File: src/rtl/pwm_pkg.sv
// Shared types and default widths for the PWM generator slice.
package pwm_pkg;

  typedef enum logic [1:0] {
    IDLE = 2'd0,
    RUN  = 2'd1,
    STOP = 2'd2
  } pwm_state_e;

  localparam int CNT_W_DEF = 8;
  localparam int DT_W_DEF  = 4;

endpackage

File: src/rtl/pwm_deadtime.sv
// Dead-time insertion: delays each rising edge of pwm_out/pwm_n by dt ticks.
// Fed with next-cycle values so both outputs stay registered and aligned with the counter.
module pwm_deadtime #(
  parameter int DT_W = 4
) (
  input  logic            clk,
  input  logic            rst_a,
  input  logic            tick_en,
  input  logic            run_nxt,
  input  logic            cmp_nxt,
  input  logic [DT_W-1:0] dt_nxt,
  output logic            pwm_out,
  output logic            pwm_n
);

  logic            run_q;
  logic            cmp_q;
  logic [DT_W-1:0] ph_q;
  logic [DT_W-1:0] ph_nxt;
  logic            gap_done;

  function automatic logic [DT_W-1:0] sat_inc(input logic [DT_W-1:0] v);
    return (v == '1) ? v : v + DT_W'(1);
  endfunction

  // ph counts ticks elapsed in the current compare phase; a fresh phase starts on
  // every compare edge and on entry to RUN.
  always_comb begin
    ph_nxt = ph_q;
    if ((cmp_nxt != cmp_q) || (run_nxt && !run_q))
      ph_nxt = '0;
    else if (tick_en && run_q)
      ph_nxt = sat_inc(ph_q);
  end

  assign gap_done = (ph_nxt >= dt_nxt);

  always_ff @(posedge clk or negedge rst_a) begin
    if (!rst_a) begin
      run_q   <= 1'b0;
      cmp_q   <= 1'b0;
      ph_q    <= '0;
      pwm_out <= 1'b0;
      pwm_n   <= 1'b0;
    end else begin
      run_q   <= run_nxt;
      cmp_q   <= cmp_nxt;
      ph_q    <= ph_nxt;
      pwm_out <= run_nxt && cmp_nxt && gap_done;
      pwm_n   <= run_nxt && !cmp_nxt && gap_done;
    end
  end

endmodule

File: src/rtl/pwm_generator.sv
// Tick-driven PWM with double-buffered period/duty applied only at period boundaries.
// Optional dead-time / complementary output when PWM_DEADTIME_EN is defined.
module pwm_generator
  import pwm_pkg::*;
#(
  parameter int CNT_W = CNT_W_DEF
`ifdef PWM_DEADTIME_EN
  ,
  parameter int DT_W  = DT_W_DEF
`endif
) (
  input  logic             clk,
  input  logic             rst_a,
  input  logic             tick_en,
  input  logic             enable,
  input  logic [CNT_W-1:0] period_in,
  input  logic [CNT_W-1:0] duty_in,
  input  logic             load,
  output logic             load_ack,
  output logic             period_end,
  output logic             busy,
  output logic             pwm_out
`ifdef PWM_DEADTIME_EN
  ,
  input  logic [DT_W-1:0]  dt_in,
  output logic             pwm_n
`endif
);

  pwm_state_e       state, state_nxt;
  logic [CNT_W-1:0] count, count_nxt;
  logic [CNT_W-1:0] period_act, period_nxt, period_pend;
  logic [CNT_W-1:0] duty_act, duty_nxt, duty_pend;
  logic             pend;
  logic             apply;
  logic             wrap;
  logic             run_nxt;
  logic             cmp_nxt;

  always_comb begin
    state_nxt  = state;
    count_nxt  = count;
    period_nxt = period_act;
    duty_nxt   = duty_act;
    apply      = 1'b0;
    wrap       = 1'b0;

    case (state)
      IDLE: begin
        apply     = pend;
        count_nxt = '0;
      end
      RUN, STOP: begin
        if (tick_en) begin
          if (count == period_act - CNT_W'(1)) begin
            wrap      = 1'b1;
            apply     = pend;
            count_nxt = '0;
          end else begin
            count_nxt = count + CNT_W'(1);
          end
        end
      end
      default: count_nxt = '0;
    endcase

    if (apply) begin
      period_nxt = period_pend;
      duty_nxt   = duty_pend;
    end

    // Run decisions use the post-boundary period so a zero period never starts or continues.
    case (state)
      IDLE: if (enable && (period_nxt != '0)) state_nxt = RUN;
      RUN: begin
        if (wrap && (period_nxt == '0)) state_nxt = IDLE;
        else if (!enable)               state_nxt = STOP;
      end
      STOP: begin
        if (wrap && (period_nxt == '0)) state_nxt = IDLE;
        else if (enable)                state_nxt = RUN;
        else if (wrap)                  state_nxt = IDLE;
      end
      default: state_nxt = IDLE;
    endcase

    run_nxt = (state_nxt != IDLE);
    cmp_nxt = run_nxt && (count_nxt < duty_nxt);
  end

  always_ff @(posedge clk or negedge rst_a) begin
    if (!rst_a) begin
      state       <= IDLE;
      count       <= '0;
      period_act  <= '0;
      duty_act    <= '0;
      period_pend <= '0;
      duty_pend   <= '0;
      pend        <= 1'b0;
      load_ack    <= 1'b0;
      period_end  <= 1'b0;
      busy        <= 1'b0;
    end else begin
      state      <= state_nxt;
      count      <= count_nxt;
      period_act <= period_nxt;
      duty_act   <= duty_nxt;
      load_ack   <= apply;
      period_end <= wrap;
      busy       <= run_nxt;
      // A load coinciding with a boundary stays pending for the next one.
      if (load) begin
        pend        <= 1'b1;
        period_pend <= period_in;
        duty_pend   <= duty_in;
      end else if (apply) begin
        pend <= 1'b0;
      end
    end
  end

`ifdef PWM_DEADTIME_EN
  logic [DT_W-1:0] dt_pend, dt_act, dt_nxt;

  assign dt_nxt = apply ? dt_pend : dt_act;

  always_ff @(posedge clk or negedge rst_a) begin
    if (!rst_a) begin
      dt_pend <= '0;
      dt_act  <= '0;
    end else begin
      dt_act <= dt_nxt;
      if (load) dt_pend <= dt_in;
    end
  end

  pwm_deadtime #(.DT_W(DT_W)) u_deadtime (
    .clk     (clk),
    .rst_a   (rst_a),
    .tick_en (tick_en),
    .run_nxt (run_nxt),
    .cmp_nxt (cmp_nxt),
    .dt_nxt  (dt_nxt),
    .pwm_out (pwm_out),
    .pwm_n   (pwm_n)
  );
`else
  always_ff @(posedge clk or negedge rst_a) begin
    if (!rst_a) pwm_out <= 1'b0;
    else        pwm_out <= cmp_nxt;
  end
`endif

endmodule

File: config.mk
export PLATFORM = sky130hd
export DESIGN_NAME = pwm_generator
export DESIGN_NICKNAME = d
export VERILOG_FILES = /design/src/rtl/pwm_pkg.sv /design/src/rtl/pwm_deadtime.sv /design/src/rtl/pwm_generator.sv
export SDC_FILE = /design/constraint.sdc
export NUM_CORES = 1
export LEC_CHECK = 0
export BUFFER_PORTS_ARGS = -buffer_cell sky130_fd_sc_hd__buf_2
export CORE_MARGIN = 3
export CORE_UTILIZATION = 32
export DETAILED_ROUTE_END_ITERATION = 8
export SYNTH_ARGS = -nofsm -noshare
export SYNTH_HDL_FRONTEND = slang
export SYNTH_SLANG_ARGS = --single-unit
File: constraint.sdc
create_clock -name clk -period 5.9 [get_ports clk]
set_input_delay 0.59 -clock clk [delete_from_list [all_inputs] [get_ports clk]]
set_output_delay 0.59 -clock clk [all_outputs]
set_load 0.05 [all_outputs]
# == Word-level counts from Yosys, hierarchy flattened ==
# Index checks and enable logic that the tools add are counted.
# totals
register_bits,47
input_bits,21
wordCells,46
# classes
addsub,2
n_lt_le_gt_ge,1
eq_ne,3
mux,20
n_reduce_logical,9
# ops
operator,count
2-to-1 mux 8 bit,5
2-to-1 mux 2 bit,6
adder 8 x 1 -> 8 bit (second input constant),1
== test 8 bit,1
zero test 8 bit,1
< comparator 8 bit,1
nonzero test 8 bit,1
subtractor 8 x 1 -> 8 bit (second input constant),1
2-to-1 mux 1 bit,7
case mux 2 bit (3 select lines),1
nonzero test 2 bit,2
logical AND 1 bit,3
== test 2 x 1 -> 1 bit (second input constant),1
== test 2 bit (second input constant),1
zero test 2 bit,1
case mux 1 bit (2 select lines),1
OR reduction 2 bit,1

# == Logic depth before layout (Yosys ltp) ==
# Gate-level depths: netlist (run 1).
# logic_depth
depth_word,12
ltp_mapped,17
depth_no_buf,16

# == Worst setup path before layout (run 1) ==
# OpenSTA, ideal clock, no wires.
# synth_path
path_type,reg2reg
from,register period_act[0]
to,register pwm_out
arrival_time_ns,2.990
path_slack_ns,2.816
path_stages_with_launch,18
n_path_buf,1
synth_period_minus_slack_ns,3.084
path_cell_list,dfrtp_1 -> inv_1 -> ha_1 -> xor2_1 -> nand3_1 -> a211oi_1 -> o221ai_4 -> nor2_2 -> o21ai_4 -> inv_2 -> buf_6 -> mux2i_1 -> ha_1 -> a21oi_1 -> nor2b_1 -> o21ai_0 -> o211ai_1 -> a211oi_1
# synth_between
elab_cells_between_ends,26
# synth_rtl
item,line,rtl
start: declaration,pwm_generator.sv:32,"logic [CNT_W-1:0] period_act, period_nxt, period_pend;"
start signal: assignment,pwm_generator.sv:106,period_act <= period_nxt;
subtractor 8 x 1 -> 8 bit (*),pwm_generator.sv:55,if (count == period_act - CNT_W'(1)) begin
== test 8 bit (*),pwm_generator.sv:55,
2-to-1 mux 1 bit (*),pwm_generator.sv:55,
2-to-1 mux 1 bit (*),pwm_generator.sv:54,if (tick_en) begin
2-to-1 mux 1 bit (*),pwm_generator.sv:48,case (state)
named net wrap,pwm_generator.sv:36,logic wrap;
2-to-1 mux 2 bit,pwm_generator.sv:82,else if (wrap) state_nxt = IDLE;
2-to-1 mux 2 bit,pwm_generator.sv:81,else if (enable) state_nxt = RUN;
2-to-1 mux 2 bit,pwm_generator.sv:80,if (wrap && (period_nxt == '0)) state_nxt = IDLE;
case mux 2 bit (3 select lines) (*),pwm_generator.sv:73,case (state)
nonzero test 2 bit (*),pwm_generator.sv:87,run_nxt = (state_nxt != IDLE);
logical AND 1 bit (*),pwm_generator.sv:88,cmp_nxt = run_nxt && (count_nxt < duty_nxt);
named net cmp_nxt,pwm_generator.sv:38,logic cmp_nxt;
end signal: assignment,pwm_generator.sv:150,else pwm_out <= cmp_nxt;
end: declaration,pwm_generator.sv:22,output logic pwm_out
# The timed path passes the listed nets; every way through them passes the cells marked *.
# A chain may end at the register's enable or synchronous reset.

# == Worst setup path in the final report (run 1) ==
# layout_path
from,register period_act[2]
to,register pwm_out
# The elaborated chain is that of the path after synthesis.

==> metrics.yaml, run 1 <==
synth_xor_area_share_pct: 5.10
rsz0062_at_grt: "false"
vdd_ir_drop_max_uv: 186
synth_compound_area_share_pct: 8.84
report.final.slew_viol_count: 0
cts.reportedPaths.clkPinSlew_ns: 0.09
cts.repair.resized: 0
period_share_pct: 61.4
drtAntennaViolNets: 0
total_power_uw: 1360
pre_cts_ws_ns: 2.27
numPortBuffers: 24
relSlewSlack_pct: 31.8
fillers: 774
synth-seq-area-share_pct: 45.7
dp_cells: 342
syn_area_sq_um: 2570
layout_common_cells: "47 x dfrtp_1, 24 x buf_2, 19 x mux2_2, 17 x nor2_1, 13 x ha_1"
worstMarginPinSlew_ns: 1.02
htreeDepth: 2
cts_buffer_depth: 2
synthArstFlopShare_pct: 100
firstDrtPassIters: 4
ys_ff_latch: 47
fin_tns_setup_ns: 0
synth_ff_type: "dfrtp_1"
seqCellArea_sq_um: 1180
dieArea_sq_um: 9160
ioPinCount: 25
cts.sinks: 47
cts_buffers: 5
root_buffer: "clkbuf_8"
insertion_delay_ns: 0.30
cts_hold_buf: 0
critical_path_arrival_ns: 3.82
first_global_vias: 1721
synth-adder-area-share_pct: 6.32
dpl.hpwl_mm: 3.70
ys_warn_count: 0
period_needed_ns: 3.62
hold_class: "input pin to async pin"
finClkSkew_ns: 0.00810
setup_viol: 0
setup.worst_path.end_class: "flip-flop"
crit_type: "flip-flop to flip-flop"
power_density_nw_per_um2: 474
timing.max_cap.violations: 0
synthesis.nets: 257
synth_top_family_by_area: "multiplexers"
post_cts_buffers: 0
fin_cells: 350
start_util_pct: 33.2
cts_tree: "done"
status: "completed"
crit_fanout: 14
area_delta_synth_final_pct: 11.8
drt_iter0_drc: 76
routed_wl_mm: 4.77
avgSynthCellArea_sq_um: 11.5
antenna_found_initial: 0
grt_pass1_wl_mm: 8.31
worstSetupStartpointType: "flip-flop"
core_area_sq_um: 7770
die_y_um: 95.7
fmax_mhz: 276
drive_above_1_share_pct: 27.0
vias: 1714
avgRoutedWirePerCell_um: 13.6
yosys.area_share.simple_pct: 13.0
grt_usage_pct: 11.7
synthCells: 223
cp_data_required_time_ns: 6.10
cellLeakagePower_uw: 0.00131
drc: 0
grt_max_degree: 48
synth_edf_count: 0
antenna_cells: 0
fp.dieW_um: 95.7
viasPerCell: 4.90
synth_cell_type_count: 47
fp-row-count: 32
place.gp.congestion: 0.826
synthMuxAreaShare_pct: 18.2
final_nets: 281
hold_viol_final: 0
final_common_cell: "dfrtp_1"
grt_overflow: 0
multiInputGateArea_sq_um: 1330
setup_ws_ns: 2.28
## per-stage QoR
stage               util (%)  cell area (sq um)  hold WS [ns]
floorplan                  -               2570         0.294
global placement        35.8               2780         0.475
detailed placement      35.8               2780         0.481
CTS                     37.1               2880         0.502
global route            37.1               2880         0.516
finish                  37.1               2880         0.465
## cell type report
class,instances,area share [%]
well taps,102,4.43
clock buffers,6,2.87
clock inverters,2,0.565
multi-input cells,161,46.1
flip-flops and latches,47,40.9
inverters,8,1.04
repair buffers,24,4.17
## sequential cells by signal, indices dropped and copies added, names as in the netlist, 2 cells and up
| name | flops |
|---|---|
| state | 2 |
| count | 8 |
| period_act | 8 |
| period_pend | 8 |
| duty_pend | 8 |
| duty_act | 8 |
## cell usage after synthesis (all sizes together) (4+ instances only)
cell / n / area share [%]
nor2: 18 / 2.7
xnor2: 7 / 2.4
a21oi: 4 / 0.78
mux2i: 9 / 3.5
ha: 13 / 6.3
o21ai: 7 / 1.8
nor4: 4 / 1.2
clkbuf: 4 / 0.58
mux2: 31 / 15
nand2: 12 / 1.7
dfrtp: 47 / 46
nand3: 10 / 1.9
inv: 8 / 1.2
xor2: 8 / 2.7
## report_power, final
group / total (uW) / internal [uW] / switching [uW]
clock network: 206 / 95.7 / 110
logic: 639 / 301 / 338
registers: 519 / 419 / 100
total: 1360 / 815 / 548
## worst max-delay path: stages, from the launching register on
cell and delay (ns):
dfrtp_1 0.48, or4_1 0.52, o221ai_1 0.19, nand2_1 0.12
o221ai_4 0.30, nor2_2 0.10, o21ai_4 0.43, inv_2 0.27
mux2i_1 0.18, ha_1 0.30, a21oi_1 0.14, nor2b_1 0.06
o21ai_0 0.14, o211ai_1 0.10, a211oi_1 0.18
## metal layers
layer / wire, um / global-route usage (%) / share of wire, %
met5: 0 / 0 / 0
met4: 66 / 3.20 / 1.4
met3: 116 / 2.35 / 2.4
met2: 2340 / 19.9 / 49
met1: 2250 / 15.2 / 47
## final timing paths
kind / start / endpoint / slack [ns] / cells after the start
hold reg to reg: duty_act[4] / duty_act[4] / 0.50 / 1
setup reg to reg: period_act[2] / pwm_out / 2.28 / 14
hold / removal: rst_a / busy / 0.46 / 1
setup / recovery: period_act[2] / pwm_out / 2.28 / 14
max in group asynchronous: rst_a / period_pend[7] / 4.80 / 1
min in group clk: duty_act[4] / duty_act[4] / 0.50 / 1
## cell families after synthesis
family	Yosys count
simple gates	65
flops	47
mux	40
compound gates	28
xor+xnor	15
buf+inv	15
fa+ha+maj	13
No activity file was read; power rests on OpenSTA's default activity.
==> run 2, diff against run 1 <==
--- a/config.mk
+++ b/config.mk
@@ -5,6 +5,7 @@
 export SDC_FILE = /design/constraint.sdc
 export NUM_CORES = 1
 export LEC_CHECK = 0
+export ABC_AREA = 1
 export BUFFER_PORTS_ARGS = -buffer_cell sky130_fd_sc_hd__buf_2
 export CORE_MARGIN = 3
 export CORE_UTILIZATION = 32
==> constraint.sdc (replaced) <==
create_clock -name clk -period 3.8 [get_ports clk]
set_input_delay 0.38 -clock clk [delete_from_list [all_inputs] [get_ports clk]]
set_output_delay 0.38 -clock clk [all_outputs]
set_load 0.05 [all_outputs]
==> metrics.yaml, run 2 <==
synthTopCellsByArea: "dfrtp_1 46%, nand2_1 15%, inv_1 7.0%"
path_common_cell: "nand2_1"
dp_cells: 435
ys_warn_count: 0
synthesis.nets: 351
slowest_stage: "dfrtp_1"
status: "completed"
antenna_found_initial: 0
place.gp.congestion: 0.953
grt_usage_pct: 12.0
drt_iter0_drc: 77
synthCells: 317
worstSetupStartpointType: "flip-flop"
avgSynthCellArea_sq_um: 7.99
drtAntennaViolNets: 0
hold_ws_ns: 0.268
synthArstFlopShare_pct: 100
syn_area_sq_um: 2530
final_util_pct: 38.3
dpl.hpwl_mm: 3.93
cts_tree: "done"
crit_type: "flip-flop to flip-flop"
root_buffer: "clkbuf_8"
fin_cells: 442
yosysMostFrequentCell: "nand2_1"
timing.max_cap.violations: 0
relSlewSlack_pct: 31.8
crit_fanout: 18
fp.dieW_um: 95.0
hold_class: "input pin to async pin"
cts_buffers: 5
worstMarginPinSlew_ns: 1.02
fillers: 799
synth_common_cells: "102 x nand2_1, 47 x dfrtp_1, 47 x inv_1"
vias: 1936
fp-row-count: 31
setup.worst_path.end_class: "flip-flop"
crit_path_max_incr_delay_ns: 0.41
viasPerCell: 4.38
numPortBuffers: 24
finClkSkew_ns: 0.00561
avgRoutedWirePerCell_um: 11.3
multiInputGateArea_sq_um: 1120
synth_ff_type: "dfrtp_1"
grt_max_degree: 48
cts_buffer_depth: 2
r2r_slack_ns: 0.85
critical_path_arrival_ns: 3.17
report.final.slew_viol_count: 0
final_common_cell: "nand2_1"
antenna_cells: 0
path_buf_inv: 2
cts.repair.resized: 0
r2r_start: "period_act[0]"
period_needed_ns: 2.95
ioPinCount: 25
cts.reportedPaths.clkPinSlew_ns: 0.08
cts.sinks: 47
insertion_delay_ns: 0.29
setup_viol: 0
synth_cell_type_count: 27
critical_path.cell_chain: "inv_2, ha_1, nand3_1, nor2_1, nand2_1, nand3_2, nor2_2, nand3_2, nand2_4, nand2_4, clkinv_8, or2_2, o21ai_0, ha_1, a21oi_1, o21ai_1, nand2_1, nand2_1, a21oi_2"
start_util_pct: 34.0
layout_common_cells: "102 x nand2_1, 47 x inv_1, 47 x dfrtp_1, 24 x buf_2, 21 x o21ai_0"
post-synth-top-area-fraction_pct: 46.4
routed_wl_mm: 4.98
final_nets: 377
drive_above_1_share_pct: 15.5
power_density_nw_per_um2: 710
dieArea_sq_um: 9020
seqCellArea_sq_um: 1180
synth_edf_count: 0
first_global_vias: 1964
fmax_mhz: 339
drc: 0
firstDrtPassIters: 4
core_area_sq_um: 7450
cts_hold_buf: 0
reg2reg_depth: 19
fin_tns_setup_ns: 0
post_cts_buffers: 0
ys_ff_latch: 47
area_delta_synth_final_pct: 12.5
htreeDepth: 2
reg2reg_to: "pwm_out"
vdd_ir_drop_max_uv: 336
period_share_pct: 77.5
grt_pass1_wl_mm: 8.56
cp_data_required_time_ns: 4.03
cp_top_family: "simple AND/OR/NAND/NOR gates"
synth-seq-area-share_pct: 46.4
synth_top_area_cell: "dfrtp_1"
hold_viol_final: 0
rsz0062_at_grt: "false"
die_y_um: 95.0
grt_overflow: 0
cellLeakagePower_uw: 0.00153
==> run 2: cell count changes after synthesis, moves of 7 or more <==
cell,previous run,this run
inv_1,7,47
mux2_2,19,0
mux2_4,8,0
mux2i_1,9,0
nand2_1,12,102
nand3_1,10,17
o21ai_0,6,21
==> run 2: area by class of cell <==
class,count,share of cell area (%)
flip-flops and latches,47,41.3
multi-input cells,214,39.4
inverters,51,7.16
well taps,99,4.35
repair buffers,24,4.21
clock buffers,6,2.55
clock inverters,1,1.05
==> run 2: worst register-to-register path, cell delays in order (launching register included) <==
cell and delay, ns:
dfrtp_1 0.41, inv_2 0.11, ha_1 0.21, nand3_1 0.15, nor2_1 0.11, nand2_1 0.07
nand3_2 0.08, nor2_2 0.05, nand3_2 0.08, nand2_4 0.10, nand2_4 0.21, clkinv_8 0.10
or2_2 0.27, o21ai_0 0.16, ha_1 0.33, a21oi_1 0.15, o21ai_1 0.09, nand2_1 0.06
nand2_1 0.06, a21oi_2 0.10
==> run 2: cells by family after synthesis <==
logic type,synth area share [%]
and+or+nand+nor,27.6
DFF,46.4
buffers and inverters,9.23
xor gates and xnor gates,3.46
AOI/OAI and AO/OA,6.86
adders and majority gates,6.42
==> run 2: how the worst max path moves through the flow <==
stage	from	end	slack (ns)	cells after the start
after floorplan	period_act[0]	pwm_out	1.12	19
after global placement	period_act[0]	pwm_out	0.93	18
after detailed placement	period_act[0]	pwm_out	0.85	17
after CTS	period_act[0]	pwm_out	0.83	17
after global routing	period_act[0]	pwm_out	0.55	19
final	period_act[0]	pwm_out	0.85	19
==> run 2: power by group <==
part,total (uW),switching [uW],internal (uW)
Clock,347,154,193
Sequential,732,88.0,644
Combinational,946,632,314
==> run 2: routing by layer <==
layer | part of all wire [%] | track usage, % | vias to the layer above | routed length (um)
li1 | - | - | 1027 | -
met1 | 48 | 15.3 | 871 | 2380
met2 | 47 | 20.3 | 30 | 2360
met3 | 3.1 | 2.39 | 8 | 154
met4 | 1.8 | 4.33 | 0 | 89
met5 | 0 | 0 | - | 0
==> run 2: metrics by stage <==
stage | setup slack (ns) | cell area, sq um | total power, uW
finish | 0.854 | 2850 | 2020
global route | 0.547 | 2850 | 2230
CTS | 0.833 | 2850 | 2050
detailed placement | 0.854 | 2750 | 1700
global placement | 0.930 | 2750 | 1670
floorplan | 1.12 | 2530 | 1480
==> run 3, diff against run 2 <==
==> constraint.sdc (replaced) <==
create_clock -name clk -period 2.6 [get_ports clk]
set_input_delay 0.26 -clock clk [delete_from_list [all_inputs] [get_ports clk]]
set_output_delay 0.26 -clock clk [all_outputs]
set_load 0.05 [all_outputs]
==> metrics.yaml, run 3 (same netlist as run 2, synthesis figures left out) <==
status: "complete, but fails checks"
violations: "negative setup slack"
area_delta_synth_final_pct: 33.8
final_util_pct: 45.5
ioPinCount: 25
cts.sinks: 47
final_nets: 405
viasPerCell: 4.49
setup_ws_ns: -0.0620
crit_type: "flip-flop to flip-flop"
grt_max_degree: 48
insertion_delay_ns: 0.31
fp.dieW_um: 95.0
antenna_cells: 0
rsz0062_at_grt: "true"
dp_cells: 450
drtAntennaViolNets: 0
firstDrtPassIters: 4
hold_class: "input pin to async pin"
antenna_found_initial: 0
grt_pass1_wl_mm: 9.49
grt_overflow: 0
fin_cells: 471
hold_ws_ns: 0.0170
fp-row-count: 31
cellLeakagePower_uw: 0.00174
seqCellArea_sq_um: 1180
cp_top_family: "simple AND/OR/NAND/NOR gates"
slowest_stage: "dfrtp_1"
drc: 0
routed_wl_mm: 5.74
dieArea_sq_um: 9020
start_util_pct: 34.0
report.final.slew_viol_count: 0
final_common_cell: "nand2_1"
first_global_vias: 2128
setup_viol: 1
avgRoutedWirePerCell_um: 12.2
stdcell_area_sq_um: 3390
critical_path.cell_chain: "inv_2, ha_4, xor2_1, nand2_1, nor2_2, nand2_1, nor2_2, nand3_2, nand2_4, nand2_8, buf_6, o21ai_4, ha_4, nand2_4, nor2_2, a211oi_2, nand2_1, a21oi_2"
power_density_nw_per_um2: 1190
cts_buffer_depth: 2
grt_usage_pct: 13.4
place.gp.congestion: 0.874
vias: 2115
multiInputGateArea_sq_um: 1420
die_y_um: 95.0
setup.worst_path.end_class: "flip-flop"
cp_data_required_time_ns: 2.84
worstSetupStartpointType: "flip-flop"
postPlaceCellArea_sq_um: 2870
cts_buffers: 5
fmax_mhz: 376
core_area_sq_um: 7450
numPortBuffers: 24
period_needed_ns: 2.66
drt_iter0_drc: 123
finClkSkew_ns: 0.00999
cts_tree: "done"
critical_path_arrival_ns: 2.90
path_buf_inv: 2
layout_common_cells: "74 x nand2_1, 47 x dfrtp_1, 44 x inv_1, 24 x buf_2, 24 x buf_4"
htreeDepth: 2
hold_viol_final: 0
timing.max_cap.violations: 0
period_share_pct: 102
cts.reportedPaths.clkPinSlew_ns: 0.10
crit_fanout: 8
fillers: 746
root_buffer: "clkbuf_8"
worstMarginPinSlew_ns: 0.597
vdd_ir_drop_max_uv: 401
drive_above_1_share_pct: 36.8
crit_path_max_incr_delay_ns: 0.37
dpl.hpwl_mm: 3.95
relSlewSlack_pct: 60.2
[run 3: area by class of cell]
| type | count | share of cell area (%) |
|---|---|---|
| Clock inverter | 3 | 1.29 |
| Clock buffer | 5 | 2.03 |
| Inverter | 51 | 6.01 |
| Multi-Input combinational cell | 214 | 41.9 |
| Timing Repair Buffer | 52 | 10.4 |
| Sequential cell | 47 | 34.7 |
| Tap cell | 99 | 3.65 |
[run 3: final timing paths]
kind                               start  slack [ns]  depth (start not counted)              to
min                                rst_a        0.02                          2    duty_pend[6]
min reg2reg                  duty_act[5]        0.48                          2     duty_act[5]
max in group asynchronous          rst_a        2.16                          2  period_pend[3]
max reg2reg                period_act[0]       -0.06                         18         pwm_out
max                        period_act[0]       -0.06                         18         pwm_out
min in group clk              duty_in[6]        0.14                          3    duty_pend[6]
[run 3: repair_timing]
action                     CTS  global route
hold buffers                 0             0
gates resized for setup     22            59
pin swaps                   12            17
buffers inserted             6             8
setup endpoints to repair    1             4
[run 3: metal layers]
layer | track usage, % | vias to the layer above | share of wire [%]
li1 | - | 1086 | -
met1 | 17.4 | 999 | 45
met2 | 22.1 | 22 | 50
met3 | 2.87 | 8 | 2.8
met4 | 4.21 | 0 | 1.3
met5 | 0 | - | 0
[run 3: stage by stage]
step / setup TNS, ns / total power, uW / worst slack, ns
floorplan: -0.0250 / 2180 / -0.0250
global placement: -0.246 / 2650 / -0.246
detailed placement: -0.312 / 2680 / -0.312
CTS: -0.0839 / 3480 / -0.0839
global route: -0.542 / 4370 / -0.235
finish: -0.0620 / 4040 / -0.0620
[run 3: where the power goes]
part	internal, uW	switching, uW	leakage (uW)
registers	940	129	0.000572
logic	1060	1370	0.00111
clock network	287	260	0.0000581
